## src/rtl/frame_sync_pkg.sv

```systemverilog
// Shared types and constants for the QPSK back-end frame synchroniser.
package frame_sync_pkg;

    typedef enum logic [1:0] {
        IDLE,
        HUNT,
        PAYLOAD,
        CHECK
    } state_e;

    localparam int PAY_BITS = 40;
    localparam int HDR_BITS = 8;

    localparam logic [HDR_BITS-1:0] SYNC_WORD_DEF = 8'hA5;

endpackage

```

## src/rtl/bit_strobe_gen.sv

```systemverilog
// Bit-timing generator: free-running sample counter, sampling instant and
// the registered one-cycle bit strobe that follows it.
module bit_strobe_gen #(
    parameter int SAMPLE    = 100,
    parameter int STB_PHASE = SAMPLE - 3
) (
    input  logic clk,
    input  logic rst_n,
    input  logic en_i,
    output logic samp_o,
    output logic bit_stb_o
);

    localparam int            CW    = $clog2(SAMPLE);
    localparam logic [CW-1:0] LAST  = CW'(SAMPLE - 1);
    localparam logic [CW-1:0] PHASE = CW'(STB_PHASE);

    logic [CW-1:0] sample_cnt_q, sample_cnt_d;
    logic          bit_stb_q;

    assign samp_o    = en_i && (sample_cnt_q == PHASE);
    assign bit_stb_o = bit_stb_q;

    // Disabled counter parks at 0 so every enable starts from a known phase.
    always_comb begin
        sample_cnt_d = '0;
        if (en_i && (sample_cnt_q != LAST))
            sample_cnt_d = sample_cnt_q + CW'(1);
    end

    always_ff @(posedge clk or negedge rst_n) begin
        if (!rst_n) begin
            sample_cnt_q <= '0;
            bit_stb_q    <= 1'b0;
        end else begin
            sample_cnt_q <= sample_cnt_d;
            bit_stb_q    <= samp_o;
        end
    end

endmodule

```

## src/rtl/frame_sync_ctrl.sv

```systemverilog
// Frame synchroniser: hunts for the sync header, captures 40-bit payload
// words and verifies every following header with flywheel tolerance.
module frame_sync_ctrl
    import frame_sync_pkg::*;
#(
    parameter int                   SAMPLE    = 100,
    parameter int                   STB_PHASE = SAMPLE - 3,
    parameter logic [HDR_BITS-1:0]  SYNC_WORD = SYNC_WORD_DEF,
    parameter int                   MISS_MAX  = 3
) (
    input  logic                clk,
    input  logic                rst_n,
    input  logic                en,
    input  logic                ser_i,
    output logic                bit_stb,
    output logic                locked,
    output logic [PAY_BITS-1:0] para_o,
    output logic                para_vld,
    output logic                sync_err
);

    localparam logic [3:0] MISS_LIM = 4'(MISS_MAX);
    localparam logic [5:0] PAY_LAST = 6'(PAY_BITS - 1);
    localparam logic [5:0] HDR_LAST = 6'(HDR_BITS - 1);

    state_e                state_q;
    logic [HDR_BITS-1:0]   sync_sr_q, sync_sr_d;
    logic [PAY_BITS-1:0]   pay_sr_q, pay_sr_d;
    logic [PAY_BITS-1:0]   para_q;
    logic [5:0]            bit_cnt_q;
    logic [3:0]            miss_cnt_q, miss_cnt_d;
    logic                  locked_q, para_vld_q, sync_err_q;
    logic                  samp;

    bit_strobe_gen #(
        .SAMPLE    (SAMPLE),
        .STB_PHASE (STB_PHASE)
    ) u_stb (
        .clk       (clk),
        .rst_n     (rst_n),
        .en_i      (en),
        .samp_o    (samp),
        .bit_stb_o (bit_stb)
    );

    assign sync_sr_d  = {sync_sr_q[HDR_BITS-2:0], ser_i};
    assign pay_sr_d   = {pay_sr_q[PAY_BITS-2:0], ser_i};
    assign miss_cnt_d = miss_cnt_q + 4'd1;

    assign locked   = locked_q;
    assign para_o   = para_q;
    assign para_vld = para_vld_q;
    assign sync_err = sync_err_q;

    always_ff @(posedge clk or negedge rst_n) begin
        if (!rst_n) begin
            state_q    <= IDLE;
            sync_sr_q  <= '0;
            pay_sr_q   <= '0;
            para_q     <= '0;
            bit_cnt_q  <= '0;
            miss_cnt_q <= '0;
            locked_q   <= 1'b0;
            para_vld_q <= 1'b0;
            sync_err_q <= 1'b0;
        end else begin
            para_vld_q <= 1'b0;
            sync_err_q <= 1'b0;
            if (!en) begin
                // Partial word is abandoned; para_q keeps the last full word.
                state_q    <= IDLE;
                sync_sr_q  <= '0;
                bit_cnt_q  <= '0;
                miss_cnt_q <= '0;
                locked_q   <= 1'b0;
            end else begin
                unique case (state_q)
                    IDLE: state_q <= HUNT;
                    HUNT: if (samp) begin
                        sync_sr_q <= sync_sr_d;
                        if (sync_sr_d == SYNC_WORD) begin
                            state_q    <= PAYLOAD;
                            locked_q   <= 1'b1;
                            bit_cnt_q  <= '0;
                            miss_cnt_q <= '0;
                        end
                    end
                    PAYLOAD: if (samp) begin
                        pay_sr_q <= pay_sr_d;
                        if (bit_cnt_q == PAY_LAST) begin
                            state_q    <= CHECK;
                            bit_cnt_q  <= '0;
                            para_q     <= pay_sr_d;
                            para_vld_q <= 1'b1;
                        end else begin
                            bit_cnt_q <= bit_cnt_q + 6'd1;
                        end
                    end
                    CHECK: if (samp) begin
                        sync_sr_q <= sync_sr_d;
                        if (bit_cnt_q == HDR_LAST) begin
                            bit_cnt_q <= '0;
                            if (sync_sr_d == SYNC_WORD) begin
                                miss_cnt_q <= '0;
                                state_q    <= PAYLOAD;
                            end else begin
                                sync_err_q <= 1'b1;
                                miss_cnt_q <= miss_cnt_d;
                                // Too many consecutive misses: drop lock and re-hunt.
                                if (miss_cnt_d == MISS_LIM) begin
                                    state_q   <= HUNT;
                                    sync_sr_q <= '0;
                                    locked_q  <= 1'b0;
                                end else begin
                                    state_q <= PAYLOAD;
                                end
                            end
                        end else begin
                            bit_cnt_q <= bit_cnt_q + 6'd1;
                        end
                    end
                    default: state_q <= IDLE;
                endcase
            end
        end
    end

endmodule

```

## config.mk

```make
export PLATFORM = sky130hd
export DESIGN_NAME = frame_sync_ctrl
export DESIGN_NICKNAME = d
export VERILOG_FILES = /design/src/rtl/frame_sync_pkg.sv /design/src/rtl/bit_strobe_gen.sv /design/src/rtl/frame_sync_ctrl.sv
export SDC_FILE = /design/constraint.sdc
export NUM_CORES = 1
export LEC_CHECK = 0
export CAP_MARGIN = 20
export CORE_MARGIN = 4
export CORE_UTILIZATION = 45
export DETAILED_ROUTE_END_ITERATION = 8
export PLACE_DENSITY = 0.65
export SYNTH_ARGS = -nofsm -noshare
export SYNTH_HDL_FRONTEND = slang
export SYNTH_SLANG_ARGS = --single-unit
```

## constraint.sdc

```tcl
create_clock -name clk -period 2.1 [get_ports clk]
set_input_delay 0.63 -clock clk [delete_from_list [all_inputs] [get_ports clk]]
set_output_delay 0.63 -clock clk [all_outputs]
set_load 0.005 [all_outputs]
```

Yosys cells after proc, flatten, opt, wreduce, memory -nomap -nowiden. Cells that the tools add are included.

Bits in registers: 109. Input port bits: 4. Output and inout bits: 44. Logic and storage cells: 93.

Add/sub/neg operators: 3. Eq/ne operators: 19. Muxes and demuxes: 50. Reduce and logical (&&, ||, !) cells: 10.

Operator list (count): two-way mux 7 bit (7); two-way mux 6 bit (7); two-way mux 4 bit (6); two-way mux 2 bit (9); one-hot mux 6 bit (3 select lines) (1); two-way mux 1 bit (16); inequality test 3 bit, second input constant (5); one-hot mux 7 bit (2 select lines) (1); AND reduction 5 bit (2); inequality test 3 x 2 -> 1 bit, second input constant (3); equality test 8 bit, second input constant (1); one-hot mux 2 bit (4 select lines) (1); one-hot mux 4 bit (2 select lines) (1); adder 7 x 1 -> 7 bit, second input constant (1); equality test 7 bit, second input constant (1); inequality test 7 bit, second input constant (1); AND reduction 7 bit (1); adder 6 x 1 -> 6 bit, second input constant (1); equality test 6 x 3 -> 1 bit, second input constant (1); equality test 6 bit, second input constant (1); AND reduction 3 bit (2); AND reduction 6 bit (1); adder 4 x 1 -> 4 bit, second input constant (1); equality test 2 bit, second input constant (2); other kinds (8) (9).

Logic depth before layout (Yosys ltp). Gate-level depths: netlist of run 1.

Depth in word-level cells: 8. Depth in mapped cells: 9. Gate-level depth less buffers: 6.

Modules after synthesis. Synthesis of run 1 repeated with hierarchy kept, for this count alone.

Cell total of the unflattened synthesis: 338. Area, all modules: 4815.9 um^2.

By module, submodules not included: frame_sync_ctrl (times used 1, cells each 302, area each 4439.3 um^2); bit_strobe_gen (times used 1, cells each 36, area each 376.6 um^2).

Worst setup path after synthesis of run 1. No wires, ideal clock.

Kind: flip-flop to flip-flop. From: reg u_stb.sample_cnt_q[1]. To: reg para_q[0], in the netlist para_o[0]. Setup time: 125 ps. Arrival time: 1816 ps. Slack: 158 ps. Stages on the path, launching flop included: 10. Path buffers: 3. Path through: dfrtp_1 > inv_1 > ha_1 > and3b_4 > and4_4 > buf_6 > and3_4 > buf_6 > buf_12 > mux2_4.

Word-level cells in the longest chain between the ends: 3.

RTL lines: start, declared (RTL line bit_strobe_gen.sv:18) `logic [CW-1:0] sample_cnt_q, sample_cnt_d;`; start signal, assigned (RTL line bit_strobe_gen.sv:36) `sample_cnt_q <= sample_cnt_d;`; equality test 7 bit (RTL line bit_strobe_gen.sv:21) `assign samp_o = en_i && (sample_cnt_q == PHASE);`; logical AND 1 bit (RTL line bit_strobe_gen.sv:21); AND reduction 4 bit (no line); end signal, assigned (RTL line frame_sync_ctrl.sv:93) `para_q <= pay_sr_d;`; end, declared (RTL line frame_sync_ctrl.sv:29) `logic [PAY_BITS-1:0] para_q;`.

No other way between the ends. A chain may end at the register's enable or synchronous reset.

Final worst setup path of run 1.
From: in en. To: reg para_q[32], in the netlist para_o[32].

Word-level cells in the longest chain between the ends: 2.

RTL lines: start, declared (RTL line frame_sync_ctrl.sv:13) `input logic en,`; logical AND 1 bit (RTL line bit_strobe_gen.sv:21); AND reduction 4 bit (no line) (*).

Every way passes the cells marked *; elsewhere a longest branch is shown, timed or not.

==> results of run 1 <==
timing repair:
| item | in CTS | in global routing |
|---|---|---|
| buffers inserted | 1 | 1 |
| hold buffers | 0 | 0 |
| endpoints found under the setup margin | 4 | 4 |
| gates resized for setup | 0 | 4 |
| pin swaps | 0 | 1 |
state kept, by name, indices dropped and copies added, names as in the netlist:
register,cells
para_vld,1
miss_cnt_q,4
locked,1
state_q,2
pay_sr_q,39
u_stb.bit_stb_o,1
u_stb.sample_cnt_q,7
sync_err,1
bit_cnt_q,6
sync_sr_q,7
para_o,40
routing by layer:
layer | up-vias | GRT usage
met3 | 5 | 0.0418
li1 | 1366 | -
met2 | 69 | 0.232
met5 | - | 0
met4 | 0 | 0.0308
met1 | 1425 | 0.185
final timing paths:
| path | from | to | slack [ns] | cells after the start |
|---|---|---|---|---|
| max reg2reg | u_stb.sample_cnt_q[1]$_DFF_PN0_ | para_o[32]$_DFFE_PN0P_ | 0.14 | 7 |
| min | rst_n | para_o[10]$_DFFE_PN0P_ | 0.13 | 1 |
| min in group clk | u_stb.sample_cnt_q[0]$_DFF_PN0_ | u_stb.sample_cnt_q[0]$_DFF_PN0_ | 0.51 | 1 |
| min reg2reg | u_stb.sample_cnt_q[0]$_DFF_PN0_ | u_stb.sample_cnt_q[0]$_DFF_PN0_ | 0.51 | 1 |
| max | en | para_o[32]$_DFFE_PN0P_ | 0.07 | 6 |
| max in group asynchronous | rst_n | bit_cnt_q[5]$_DFFE_PN0P_ | 1.41 | 2 |
cells in the final DEF (no fill, tap or decap), types with 2 or more instances in the layout:
| master | count |
|---|---|
| a211oi_1 | 2 |
| o31ai_1 | 4 |
| buf_4 | 24 |
| a21oi_1 | 5 |
| a22o_1 | 5 |
| nor3_1 | 2 |
| a32o_1 | 3 |
| clkinv_4 | 2 |
| ha_1 | 4 |
| inv_8 | 2 |
| buf_12 | 6 |
| mux2_2 | 41 |
| clkdlybuf4s50_1 | 46 |
| or2_2 | 2 |
| and2_1 | 3 |
| nand4_1 | 3 |
| xnor2_1 | 3 |
| a31oi_1 | 4 |
| xor2_1 | 3 |
| a21boi_0 | 2 |
| nand2_1 | 15 |
| o21ai_0 | 5 |
| mux2_4 | 39 |
| nand3_1 | 5 |
| mux2i_1 | 2 |
| inv_1 | 9 |
| o211ai_1 | 2 |
| o21a_1 | 2 |
| nand4b_1 | 3 |
| dfrtp_1 | 109 |
| clkbuf_8 | 9 |
| nor2_1 | 15 |
worst max-delay path, delay by kind of cell:
kind                   cells  cell delay (ns)
muxes                      1             0.31
and+or+nand+nor            3             0.67
buffers and inverters      2             0.66
kinds of logic (layout without fill, tap and decap cells):
group | after synthesis | in the layout | share of synthesized area
AOI/OAI and AO/OA | 45 | 45 | 0.0710
xor gates and xnor gates | 6 | 6 | 0.0109
adders and majority gates | 5 | 5 | 0.0130
buffers and inverters | 23 | 101 | 0.0368
DFF | 109 | 109 | 0.565
muxes | 82 | 82 | 0.221
and+or+nand+nor | 64 | 64 | 0.0822
final cells by class:
type / count / area, µm² / share of cell area
Sequential cell: 109 / 2730 / 0.468
Multi-Input combinational cell: 202 / 1950 / 0.334
Clock buffer: 9 / 124 / 0.0212
Timing Repair Buffer: 76 / 761 / 0.130
Inverter: 9 / 33.8 / 0.00579
Clock inverter: 7 / 70.1 / 0.0120
Tap cell: 136 / 170 / 0.0292
metrics by stage:
stage / area [µm²] / setup TNS (ns)
finish: 5830 / 0
global route: 5830 / 0
CTS: 5800 / 0
detailed placement: 5600 / -20.72
global placement: 5600 / -19.28
floorplan: 4830 / 0
power by group through the flow:
stage	registers, mW	clock network [mW]	logic, mW
floorplan	2.16	0	0.0335
global placement	2.16	0	0.112
CTS	2.12	1.28	0.114
detailed placement	2.16	0	0.113
finish	2.12	1.23	0.111
global route	2.12	1.37	0.127
==> out/qor.csv, run 1 <==
stage,metric,value,unit
floorplanning,start_util,0.465,
sta,clock_skew,0.0123,ns
cells_and_area,drive_gt1_frac,0.342,
clocking,clkTransAtPathRegs,0.11,ns
worst_setup_path,arrival,2.28,ns
global_route,track_usage,0.141,
logic_synthesis,syn-cell-area,4830,µm²
detailed_routing,vias,2865,
power_and_ir_drop,internal-power,2.61,mW
power_and_ir_drop,total_power,3.45,mW
floorplanning,dieHeight,112,µm
sta,holdWs,0.131,ns
global_route,grt_pass1_vias,2956,
run_status,outcome,finished clean,
logic_synthesis,synthMostInstantiatedCell,dfrtp_1,
worst_setup_path,cp-end-kind,flip-flop,
logic_synthesis,ys_async_sr_fraction,1.00,
placement,dp_hpwl,5.98,mm
sta,setup_viol,0,
clocking,cts_tree,built,
sta,hold_violations,0,
detailed_routing,dr_wl_met3,389,µm
logic_synthesis,synth_ff_type,dfrtp_1,
logic_synthesis,ys_types,58,
clocking,clock_latency,0.36,ns
detailed_routing,drc,0,
detailed_routing,drt-total-wl,8.41,mm
global_route,grt-ovfl-total,0,
sta,tightest_slew,0.463,ns
min_path,hold_class,in -> async,
power_and_ir_drop,power_density,592,nW/µm²
power_and_ir_drop,p_clk_frac,0.355,
power_and_ir_drop,switching_share,0.244,
logic_synthesis,synth-seq-cells,109,
placement,dp.cells,530,
cells_and_area,nets,416,
cells_and_area,nFillCells,858,
global_route,grt_pass1_wl,14.3,mm
detailed_routing,wire_per_inst,15.3,µm
placement,gp_congestion,0.830,
sta,relSlewSlack,0.689,
sta,layout_min_cycle_time,2.03,ns
sta,layout_worst_path_cycle_share,0.966,
logic_synthesis,synth_common_cells,"dfrtp_1 (109), mux2_2 (41), mux2_4 (39)",
worst_setup_path,critPathSlowestCell,clkdlybuf4s50_1,
logic_synthesis,synth-edff-count,0,
worst_setup_path,required,2.35,ns
cells_and_area,diodes,0,
power_and_ir_drop,switchingPower,0.842,mW
floorplanning,rows,37,
flow_run,cap_viol_max_count,0,
logic_synthesis,synthTopCellsByArea,"dfrtp_1 (57%), mux2_4 (12%), mux2_2 (9.6%)",
logic_synthesis,synth_top_area_share,0.565,
floorplanning,die-area,12400,µm²
global_route,grt_max_degree,50,
worst_setup_path,cp_max_fo,16,
floorplanning,ios,48,
power_and_ir_drop,p_comb_frac,0.032,
floorplanning,coreArea,10400,µm²
detailed_routing,wl_met1,3.94,mm
detailed_routing,drtAntennaViolNets,0,
clocking,clockRootBuffer,clkbuf_8,
worst_setup_path,worstSetupPathType,in -> reg,
sta,rsz0062_at_grt,no,
detailed_routing,top_layer_used,met4,
detailed_routing,dr.pass1.iters,4,
cells_and_area,instances_no_fill,548,
cells_and_area,utilization,0.563,
clocking,htree_num_levels,3,
placement,portBuffers,47,
power_and_ir_drop,peakVddDrop,0.404,mV
power_and_ir_drop,p_leak,2.70,nW
logic_synthesis,synthesis.nets,343,
sta,final_max_slew_viol_count,0,
detailed_routing,via_per_inst,5.23,
clocking,cts_max_path_buffers,2,
placement,place_ws,-0.318,ns
power_and_ir_drop,pwr-share-seq,0.613,
logic_synthesis,synth_largest_area_cell,dfrtp_1,
cells_and_area,synthToLayoutAreaGrowth,20.8,%
worst_setup_path,crit_chain,clkdlybuf4s50_1 -> and2_1 -> and4_4 -> and3_4 -> buf_12 -> mux2_4,
detailed_routing,route.met2.wl,4.03,mm
worst_setup_path,start_kind,primary input,
detailed_routing,drt_iter0_markers,139,
clocking,clock-sinks,109,
worst_setup_path,cpPeakStageDelay,0.47,ns
logic_synthesis,synth_area_per_cell,14.5,µm²
global_route,antenna_found_initial,0,
floorplanning,fp.dieW,112,µm
logic_synthesis,synth_seq_area_share,0.565,
clocking,cts_buffers,9,
logic_synthesis,ys_warn_count,0,
logic_synthesis,syn_inst,334,
sta,finalWorstSetupSlack,0.0715,ns
sta,timing.fmax,493,MHz
Note: power is estimated with default switching activity, not from simulation.
==> run 2, diff against run 1 <==
- CORE_UTILIZATION: 45 -> 57
- PLACE_DENSITY: 0.65 -> 0.8
==> out/qor.csv, run 2 (synthesis gave the netlist of run 1 again) <==
stage,metric,value,unit,change
run_status,outcome,finished clean,,
floorplanning,rows,33,,-11%
worst_setup_path,reg2reg_to,sync_sr_q[1]$_DFFE_PN0P_,,
worst_setup_path,start_kind,flip-flop,,
placement,place_ws,-0.312,ns,+0.00659 ns
power_and_ir_drop,peakVddDrop,0.389,mV,-3.8%
sta,layout_min_cycle_time,2.05,ns,+0.0222 ns
worst_setup_path,arrival,2.31,ns,+0.03 ns
worst_setup_path,worst-r2r-cell-count,6,,-1
detailed_routing,via_per_inst,5.64,,+7.9%
cells_and_area,instances_no_fill,517,,-5.7%
detailed_routing,dr.pass1.iters,4,,unchanged
power_and_ir_drop,total_power,3.40,mW,-1.5%
global_route,grtUsageMet3,0.0445,,+0.00263
global_route,grt_max_degree,36,,-28%
sta,timing.fmax,488,MHz,-1.1%
sta,clock_skew,0.0121,ns,-0.000161 ns
global_route,track_usage,0.189,,+0.0484
clocking,cts_max_path_buffers,2,,unchanged
cells_and_area,diodes,0,,unchanged
clocking,htree_num_levels,3,,unchanged
global_route,antenna_found_initial,0,,unchanged
worst_setup_path,cp_max_fo,5,,-11
cells_and_area,synthToLayoutAreaGrowth,19.9,%,
worst_setup_path,reg2reg_from,miss_cnt_q[0]$_DFFE_PN0P_,,
detailed_routing,wire_per_inst,17.1,µm,+11%
sta,holdWs,0.207,ns,+0.0765 ns
detailed_routing,drc,0,,unchanged
detailed_routing,drt-total-wl,8.84,mm,+5.1%
worst_setup_path,worstSetupPathType,reg -> reg,,
clocking,cts_buffers,9,,unchanged
global_route,gr-max-usage-layer,met2,,
placement,dp.cells,501,,-5.5%
clocking,clkTransAtPathRegs,0.10,ns,about the same
global_route,grtUsageMet2,0.311,,+0.0789
cells_and_area,largest_reg_flops,40,,unchanged
floorplanning,ios,48,,unchanged
floorplanning,fp.dieW,100,µm,-10%
cells_and_area,drive_gt1_frac,0.347,,+0.00485
cells_and_area,nets,416,,unchanged
floorplanning,start_util,0.587,,+0.122
cells_and_area,final_cell_mix,"dfrtp_1 (109), clkdlybuf4s50_1 (46), mux2_2 (41), mux2_4 (39), buf_4 (24)",,
floorplanning,die-area,10000,µm²,-20%
cells_and_area,final_common_cell,dfrtp_1,,
sta,finalWorstSetupSlack,0.0493,ns,-0.0222 ns
sta,rsz0062_at_grt,no,,
worst_setup_path,required,2.35,ns,about the same
detailed_routing,drt_iter0_markers,116,,-17%
placement,portBuffers,47,,unchanged
worst_setup_path,cp-end-kind,flip-flop,,
sta,relSlewSlack,0.661,,-0.0279
clocking,cts_tree,built,,
sta,tightest_slew,0.504,ns,+0.0415 ns
flow_run,cap_viol_max_count,0,,unchanged
global_route,grt_pass1_vias,3078,,+4.1%
detailed_routing,vias,2916,,+1.8%
placement,gp_congestion,0.866,,+4.3%
power_and_ir_drop,p_leak,2.68,nW,-0.60%
global_route,grt-ovfl-total,0,,unchanged
clocking,clock-sinks,109,,unchanged
power_and_ir_drop,power_density,588,nW/µm²,-0.68%
placement,dp_hpwl,6.47,mm,+8.2%
sta,setup_viol,0,,unchanged
worst_setup_path,r2r_slack,0.05,ns,-0.09 ns
sta,hold_violations,0,,unchanged
floorplanning,dieHeight,100,µm,-10%
cells_and_area,nFillCells,572,,-33%
sta,final_max_slew_viol_count,0,,unchanged
min_path,hold_class,in -> async,,
clocking,clock_latency,0.36,ns,about the same
clocking,clockRootBuffer,clkbuf_8,,
global_route,grt_pass1_wl,15.1,mm,+5.3%
global_route,use_met1,0.253,,+0.0681
floorplanning,coreArea,8220,µm²,-21%
detailed_routing,drtAntennaViolNets,0,,unchanged
sta,layout_worst_path_cycle_share,0.977,,+0.0106
[run 2: changes by cell type in the layout (fill, tap and decap cells not counted), sizes merged]
cell      delta
clkbuf       +1
clkinvlp     +1
clkinv       -2
[run 2: cell type report]
type                            count  area (µm²)  area share
Multi-Input combinational cell    202        1950       0.337
Inverter                            9        33.8     0.00584
Sequential cell                   109        2730       0.471
Tap cell                          105         131      0.0227
Timing Repair Buffer               76         761       0.131
Clock buffer                       10         128      0.0221
Clock inverter                      6        53.8     0.00930
[run 2: worst max-delay path by stage]
stage	from	endpoint	slack [ns]	depth (start not counted)
2_1_floorplan	u_stb.sample_cnt_q[1]$_DFF_PN0_	para_o[0]$_DFFE_PN0P_	0.16	9
6_report	miss_cnt_q[0]$_DFFE_PN0P_	sync_sr_q[1]$_DFFE_PN0P_	0.05	6
3_5_place_dp	en	para_o[39]$_DFFE_PN0P_	-0.31	6
3_3_place_gp	en	para_o[39]$_DFFE_PN0P_	-0.28	6
5_1_grt	miss_cnt_q[0]$_DFFE_PN0P_	sync_sr_q[1]$_DFFE_PN0P_	0.01	6
4_1_cts	miss_cnt_q[0]$_DFFE_PN0P_	sync_sr_q[1]$_DFFE_PN0P_	0.0008	7
[run 2: power by group]
| group | switching, mW | internal (mW) | leakage (nW) |
|---|---|---|---|
| clock network | 0.719 | 0.454 | 0.0894 |
| logic | 0.0720 | 0.0420 | 1.08 |
| registers | 0.00947 | 2.11 | 1.52 |
[run 2: worst max-delay path, cell delays in order (launching register included)]
cell,delay (ns)
dfrtp_1,0.45
ha_2,0.21
or4b_2,0.71
o41ai_4,0.10
a211oi_2,0.13
buf_4,0.17
a22o_1,0.18
[run 2: layer usage]
| metal | share of wire | wire, µm | vias to the layer above |
|---|---|---|---|
| li1 | - | - | 1364 |
| met1 | 0.44 | 3880 | 1476 |
| met2 | 0.51 | 4480 | 68 |
| met3 | 0.042 | 370 | 8 |
| met4 | 0.011 | 99 | 0 |
| met5 | 0 | 0 | - |
[run 2: through the flow]
stage	setup TNS [ns]	cell area, µm²	util
2_1_floorplan	0	4830	-
3_3_place_gp	-17.61	5580	0.679
3_5_place_dp	-19.95	5580	0.679
4_1_cts	0	5760	0.701
5_1_grt	0	5790	0.704
6_report	0	5790	0.704
[run 2: what timing repair did]
action | CTS | global route
gates resized for setup | 0 | 6
setup endpoints to repair | 1 | 5
setup buffers | 0 | 0
hold buffers | 0 | 0
pin swaps | 1 | 1
